### src/rtl/fp_mul_arbiter.sv
// Two-requester round-robin front end sharing a single FP32 multiplier (MultiOp).
// Optional statistics counters are enabled by defining FP_MUL_ARB_STATS_EN.

module MultiOp (
    input  logic [31:0] para1,
    input  logic [31:0] para2,
    output logic [31:0] out,
    output logic        under_overflow
);
    logic [47:0]       prod;
    logic [23:0]       mant;
    logic              guard;
    logic              sticky;
    logic [24:0]       mant_r;
    logic signed [9:0] exp_v;
    logic              sign;

    always_comb begin
        prod           = 48'({1'b1, para1[22:0]}) * 48'({1'b1, para2[22:0]});
        sign           = para1[31] ^ para2[31];
        mant           = '0;
        guard          = 1'b0;
        sticky         = 1'b0;
        mant_r         = '0;
        exp_v          = $signed({2'b00, para1[30:23]}) + $signed({2'b00, para2[30:23]}) - 10'sd127;
        out            = {sign, 31'b0};
        under_overflow = 1'b0;

        if (prod[47]) begin
            mant   = prod[47:24];
            guard  = prod[23];
            sticky = |prod[22:0];
            exp_v  = exp_v + 10'sd1;
        end else begin
            mant   = prod[46:23];
            guard  = prod[22];
            sticky = |prod[21:0];
        end

        // Round to nearest, ties to even; a carry out renormalises the mantissa.
        mant_r = {1'b0, mant} + 25'(guard & (sticky | mant[0]));
        if (mant_r[24]) begin
            exp_v = exp_v + 10'sd1;
        end

        if (para1[30:23] == 8'd0 || para2[30:23] == 8'd0) begin
            out = {sign, 31'b0};
        end else if (exp_v >= 10'sd255) begin
            out            = {sign, 8'hFF, 23'b0};
            under_overflow = 1'b1;
        end else if (exp_v <= 10'sd0) begin
            out            = {sign, 31'b0};
            under_overflow = 1'b1;
        end else begin
            out = {sign, exp_v[7:0], (mant_r[24] ? mant_r[23:1] : mant_r[22:0])};
        end
    end
endmodule

// state | meaning
// IDLE  | waiting for a request; grants one requester combinationally
// EXEC  | multiplier evaluating latched operands; result captured at end
// RESP  | result presented on resp_*; held until the consumer accepts it
module fp_mul_arbiter #(
    parameter int CNT_W = 16
) (
    input  logic             clk,
    input  logic             rst,
    input  logic             req0_valid,
    input  logic             req1_valid,
    output logic             req0_ready,
    output logic             req1_ready,
    input  logic [31:0]      req0_para1,
    input  logic [31:0]      req0_para2,
    input  logic [31:0]      req1_para1,
    input  logic [31:0]      req1_para2,
    output logic             resp_valid,
    input  logic             resp_ready,
    output logic [31:0]      resp_out,
    output logic             resp_uof,
    output logic             resp_id
`ifdef FP_MUL_ARB_STATS_EN
    ,
    output logic [CNT_W-1:0] stat_cnt0,
    output logic [CNT_W-1:0] stat_cnt1,
    output logic [CNT_W-1:0] stat_uof_cnt
`endif
);
    typedef enum logic [1:0] {IDLE, EXEC, RESP} state_t;

    state_t      state_q, state_d;
    logic        last_grant;
    logic        grant;
    logic        hs_req;
    logic        hs_resp;
    logic [31:0] op_a, op_b;
    logic [31:0] mul_out;
    logic        mul_uof;

    if (CNT_W < 1) begin : g_bad_cnt_w
        $error("CNT_W must be at least 1");
    end

    MultiOp u_mult (
        .para1          (op_a),
        .para2          (op_b),
        .out            (mul_out),
        .under_overflow (mul_uof)
    );

    always_comb begin
        grant = req1_valid;
        if (req0_valid && req1_valid) begin
            grant = ~last_grant;
        end
    end

    assign req0_ready = !rst && (state_q == IDLE) && req0_valid && !grant;
    assign req1_ready = !rst && (state_q == IDLE) && req1_valid &&  grant;
    assign hs_req     = req0_ready || req1_ready;
    assign resp_valid = (state_q == RESP);
    assign hs_resp    = resp_valid && resp_ready;

    always_comb begin
        state_d = state_q;
        case (state_q)
            IDLE:    if (hs_req)  state_d = EXEC;
            EXEC:                 state_d = RESP;
            RESP:    if (hs_resp) state_d = IDLE;
            default:              state_d = IDLE;
        endcase
    end

    always_ff @(posedge clk) begin
        if (rst) begin
            state_q    <= IDLE;
            last_grant <= 1'b1;
            op_a       <= '0;
            op_b       <= '0;
            resp_out   <= '0;
            resp_uof   <= 1'b0;
            resp_id    <= 1'b0;
        end else begin
            state_q <= state_d;
            if (hs_req) begin
                op_a       <= grant ? req1_para1 : req0_para1;
                op_b       <= grant ? req1_para2 : req0_para2;
                resp_id    <= grant;
                last_grant <= grant;
            end
            if (state_q == EXEC) begin
                resp_out <= mul_out;
                resp_uof <= mul_uof;
            end
        end
    end

`ifdef FP_MUL_ARB_STATS_EN
    localparam logic [CNT_W-1:0] CNT_MAX = '1;

    always_ff @(posedge clk) begin
        if (rst) begin
            stat_cnt0    <= '0;
            stat_cnt1    <= '0;
            stat_uof_cnt <= '0;
        end else begin
            if (req0_ready && stat_cnt0 != CNT_MAX) begin
                stat_cnt0 <= stat_cnt0 + CNT_W'(1);
            end
            if (req1_ready && stat_cnt1 != CNT_MAX) begin
                stat_cnt1 <= stat_cnt1 + CNT_W'(1);
            end
            if (hs_resp && resp_uof && stat_uof_cnt != CNT_MAX) begin
                stat_uof_cnt <= stat_uof_cnt + CNT_W'(1);
            end
        end
    end
`endif
endmodule
### config.mk
export PLATFORM = sky130hd
export DESIGN_NAME = fp_mul_arbiter
export DESIGN_NICKNAME = d
export VERILOG_FILES = /design/src/rtl/fp_mul_arbiter.sv
export SDC_FILE = /design/constraint.sdc
export NUM_CORES = 2
export LEC_CHECK = 0
export CORE_MARGIN = 4
export CORE_UTILIZATION = 40
export DETAILED_ROUTE_END_ITERATION = 12
export MAX_ROUTING_LAYER = met4
export PLACE_DENSITY = 0.6
export SLEW_MARGIN = 20
export SYNTH_ARGS = -nofsm -noshare
export SYNTH_HDL_FRONTEND = slang
export SYNTH_HIERARCHICAL = 1
export SYNTH_SLANG_ARGS = --single-unit
### constraint.sdc
create_clock -name clk -period 12.3 [get_ports clk]
set_clock_uncertainty 0.05 [all_clocks]
set_input_delay 1.845 -clock clk [delete_from_list [all_inputs] [get_ports clk]]
set_output_delay 1.845 -clock clk [all_outputs]
set_load 0.02 [all_outputs]
==> out/metrics.cfg <==
[floorplanning]
initial_core_util_pct = 40.67
die_area_um2 = 71530
fp.coreArea_um2 = 66220
io_pins = 170
rows = 94
die_x_um = 267.5
die_h_um = 267.5

[critical_path]
r2r-end = resp_out[12]
crit-reg2reg-launch = op_a[8]
cp-startpoint = op_a[8]
crit_path_end = resp_out[12]
path_class = register to register
cpMostUsedCell = fa_1
critPathCaptureType = register
start_kind = register
reg2regPathDepth = 31
cp_num_buf_inv = 5
cp.depth = 31
slowest_delay_ps = 1060
worst-endpoint-arrival_ps = 11700
slowest_stage = dfxtp_1
cp_data_required_time_ps = 12570
reg2reg_slack_ps = 860
critPathMaxFanout = 21
cpLargestDelayFamily = simple AND/OR/NAND/NOR gates

[clock_tree]
cts_resized = 0
path_clk_slew_ps = 80
cts_setup_buffers = 0
cts_root_buf = clkbuf_16
htree_levels = 3
tritoncts_num_sinks = 101
ctsHoldBuffers = 0
worst_skew_pair.late_latency_ps = 390
cts_buffers = 9
tritoncts = done
ctsLongestPathBuffers = 2

[logic_synthesis]
synth_area_um2 = 26930
yosys.area.top_type_share_pct = 35.91
syn_inst = 3223
synth_edf_count = 0
yosysTopAreaCell = fa_1
ys_seq_area_share_pct = 7.509
ys_seq_elements = 101
yosysWarnings = 6
syn_nets = 4024
ys_dominant_reg_cell = dfxtp_1
yosys.cell_types.count = 101
async_flop_share_pct = 0
syn_avg_cell_area_um2 = 8.355
synth_area_leaders = fa_1, ha_1, inv_1

[sta]
finalSetupTns_ps = 0
slew_headroom_pct = 20.66
period_minus_slack_ps = 11440
worstMarginPinSlew_ps = 1188
timing.fmax_mhz = 87.45
drv_slew = 0
hold_viol = 0
post-route-period-util_pct = 92.97
setup_viol = 0
rsz0062_at_grt = false

[global_routing]
grt_usage_pct = 24.29
grt_pass1_vias = 22830
antenna_found_initial = 0
grt_max_degree = 75
gr-total-overflow = 0
grt_first_pass_wirelength_mm = 131.6

[drt]
via_per_inst = 5.404
wl_per_cell_um = 20.31
ant_nets = 0
dr.pass1.iters = 5
drc_errors = 0
vias = 22350
drt_wl_total_mm = 83.99
drtIter0Drc = 1714

[finish]
nets = 4068
num_antenna_cells = 0
areaGrowthSynthToFinish_pct = 9.757
drive_gt1_share_pct = 4.677
instances_no_fill = 4135
layout_commonest_cell = inv_1
filler_cell_count = 6654
regArea_um2 = 2022
final_core_util_pct = 44.64
multi_input_area_um2 = 21800
final_cell_mix = inv_1, fa_1, nand2_1

[hold_path]
hp-class = register to register

[placement]
dp_cells = 4120
portBuffers = 169
dp_hpwl_mm = 67.85
gp_congestion = 0.9632

[outcome]
status = finished clean

[run]
cap_violations = 0

==> routing by layer <==
metal | global-route usage [%] | vias to the layer above | share of wire (%)
met5 | - | - | 0
met4 | 7.400 | 0 | 3.4
met3 | 3.776 | 135 | 5.0
met2 | 38.54 | 588 | 48
met1 | 32.31 | 11280 | 44
li1 | - | 10350 | -
==> per-stage QoR <==
step	hold slack (ps)	worst slack (ps)	area (um2)
floorplan	429.1	2572	26930
CTS	410.7	1069	29560
finish	408.0	864.3	29560
global route	428.2	253.0	29560
detailed placement	399.4	1108	29290
global placement	397.6	1320	29290
==> kinds of logic after synthesis <==
| group | Yosys count | synth area share [%] |
|---|---|---|
| AND/OR/NAND/NOR | 1164 | 23.39 |
| buffers and inverters | 798 | 11.62 |
| adder cells (fa/ha/maj) | 668 | 44.50 |
| AO/OA/AOI/OAI | 395 | 9.679 |
| flip-flops | 101 | 7.509 |
| XOR/XNOR | 85 | 2.848 |
| multiplexers | 12 | 0.4600 |
==> area by class of cell <==
| cell class | instances | area share, % |
|---|---|---|
| Tap cell | 864 | 3.658 |
| Clock inverter | 5 | 0.1270 |
| Timing Repair Buffer | 226 | 7.163 |
| Clock buffer | 10 | 0.7747 |
| Sequential cell | 101 | 6.841 |
| Multi-Input combinational cell | 2324 | 73.75 |
| Inverter | 605 | 7.684 |
==> sequential cells by signal, summed over array words and instances, names as in the netlist <==
| register | count |
|---|---|
| last_grant | 1 |
| op_a | 32 |
| op_b | 32 |
| resp_id | 1 |
| resp_out | 32 |
| resp_uof | 1 |
| state_q | 2 |
==> synth_stat cells (13+ instances only) <==
cell and instances:
inv_1 601, fa_1 483, nand2_1 411, and2_1 257, ha_1 185, a21oi_1 176, clkbuf_1 129, nor2_1 103
dfxtp_1 101, nor3_1 86, nor4_1 80, xnor2_1 57, nor4b_1 46, buf_2 45, o21ai_0 44, nand3_1 28
nand4_1 28, xor2_1 25, nor4b_2 21, a211oi_1 20, o211ai_1 20, and3_1 17, a21o_1 15, a31oi_1 14
or3_1 13
==> worst min-delay path by stage <==
stage	start	endpoint	slack (ps)	cells after the start
finish	resp_out[7]	resp_out[7]	410	2
floorplan	last_grant	last_grant	430	1
global route	resp_out[9]	resp_out[9]	430	2
detailed placement	resp_out[21]	resp_out[21]	400	2
global placement	resp_out[13]	resp_out[13]	400	2
CTS	resp_out[21]	resp_out[21]	410	2
==> tightest hold or removal path, delay by kind of cell (launching register included) <==
family | cells | cell delay (ps)
AND/OR/NAND/NOR | 1 | 50
AO/OA/AOI/OAI | 1 | 50
flip-flops | 1 | 310
Power is left out: the tool's default activity adds up to more than one toggle a clock period on the data nets, which glitch-free logic cannot reach.
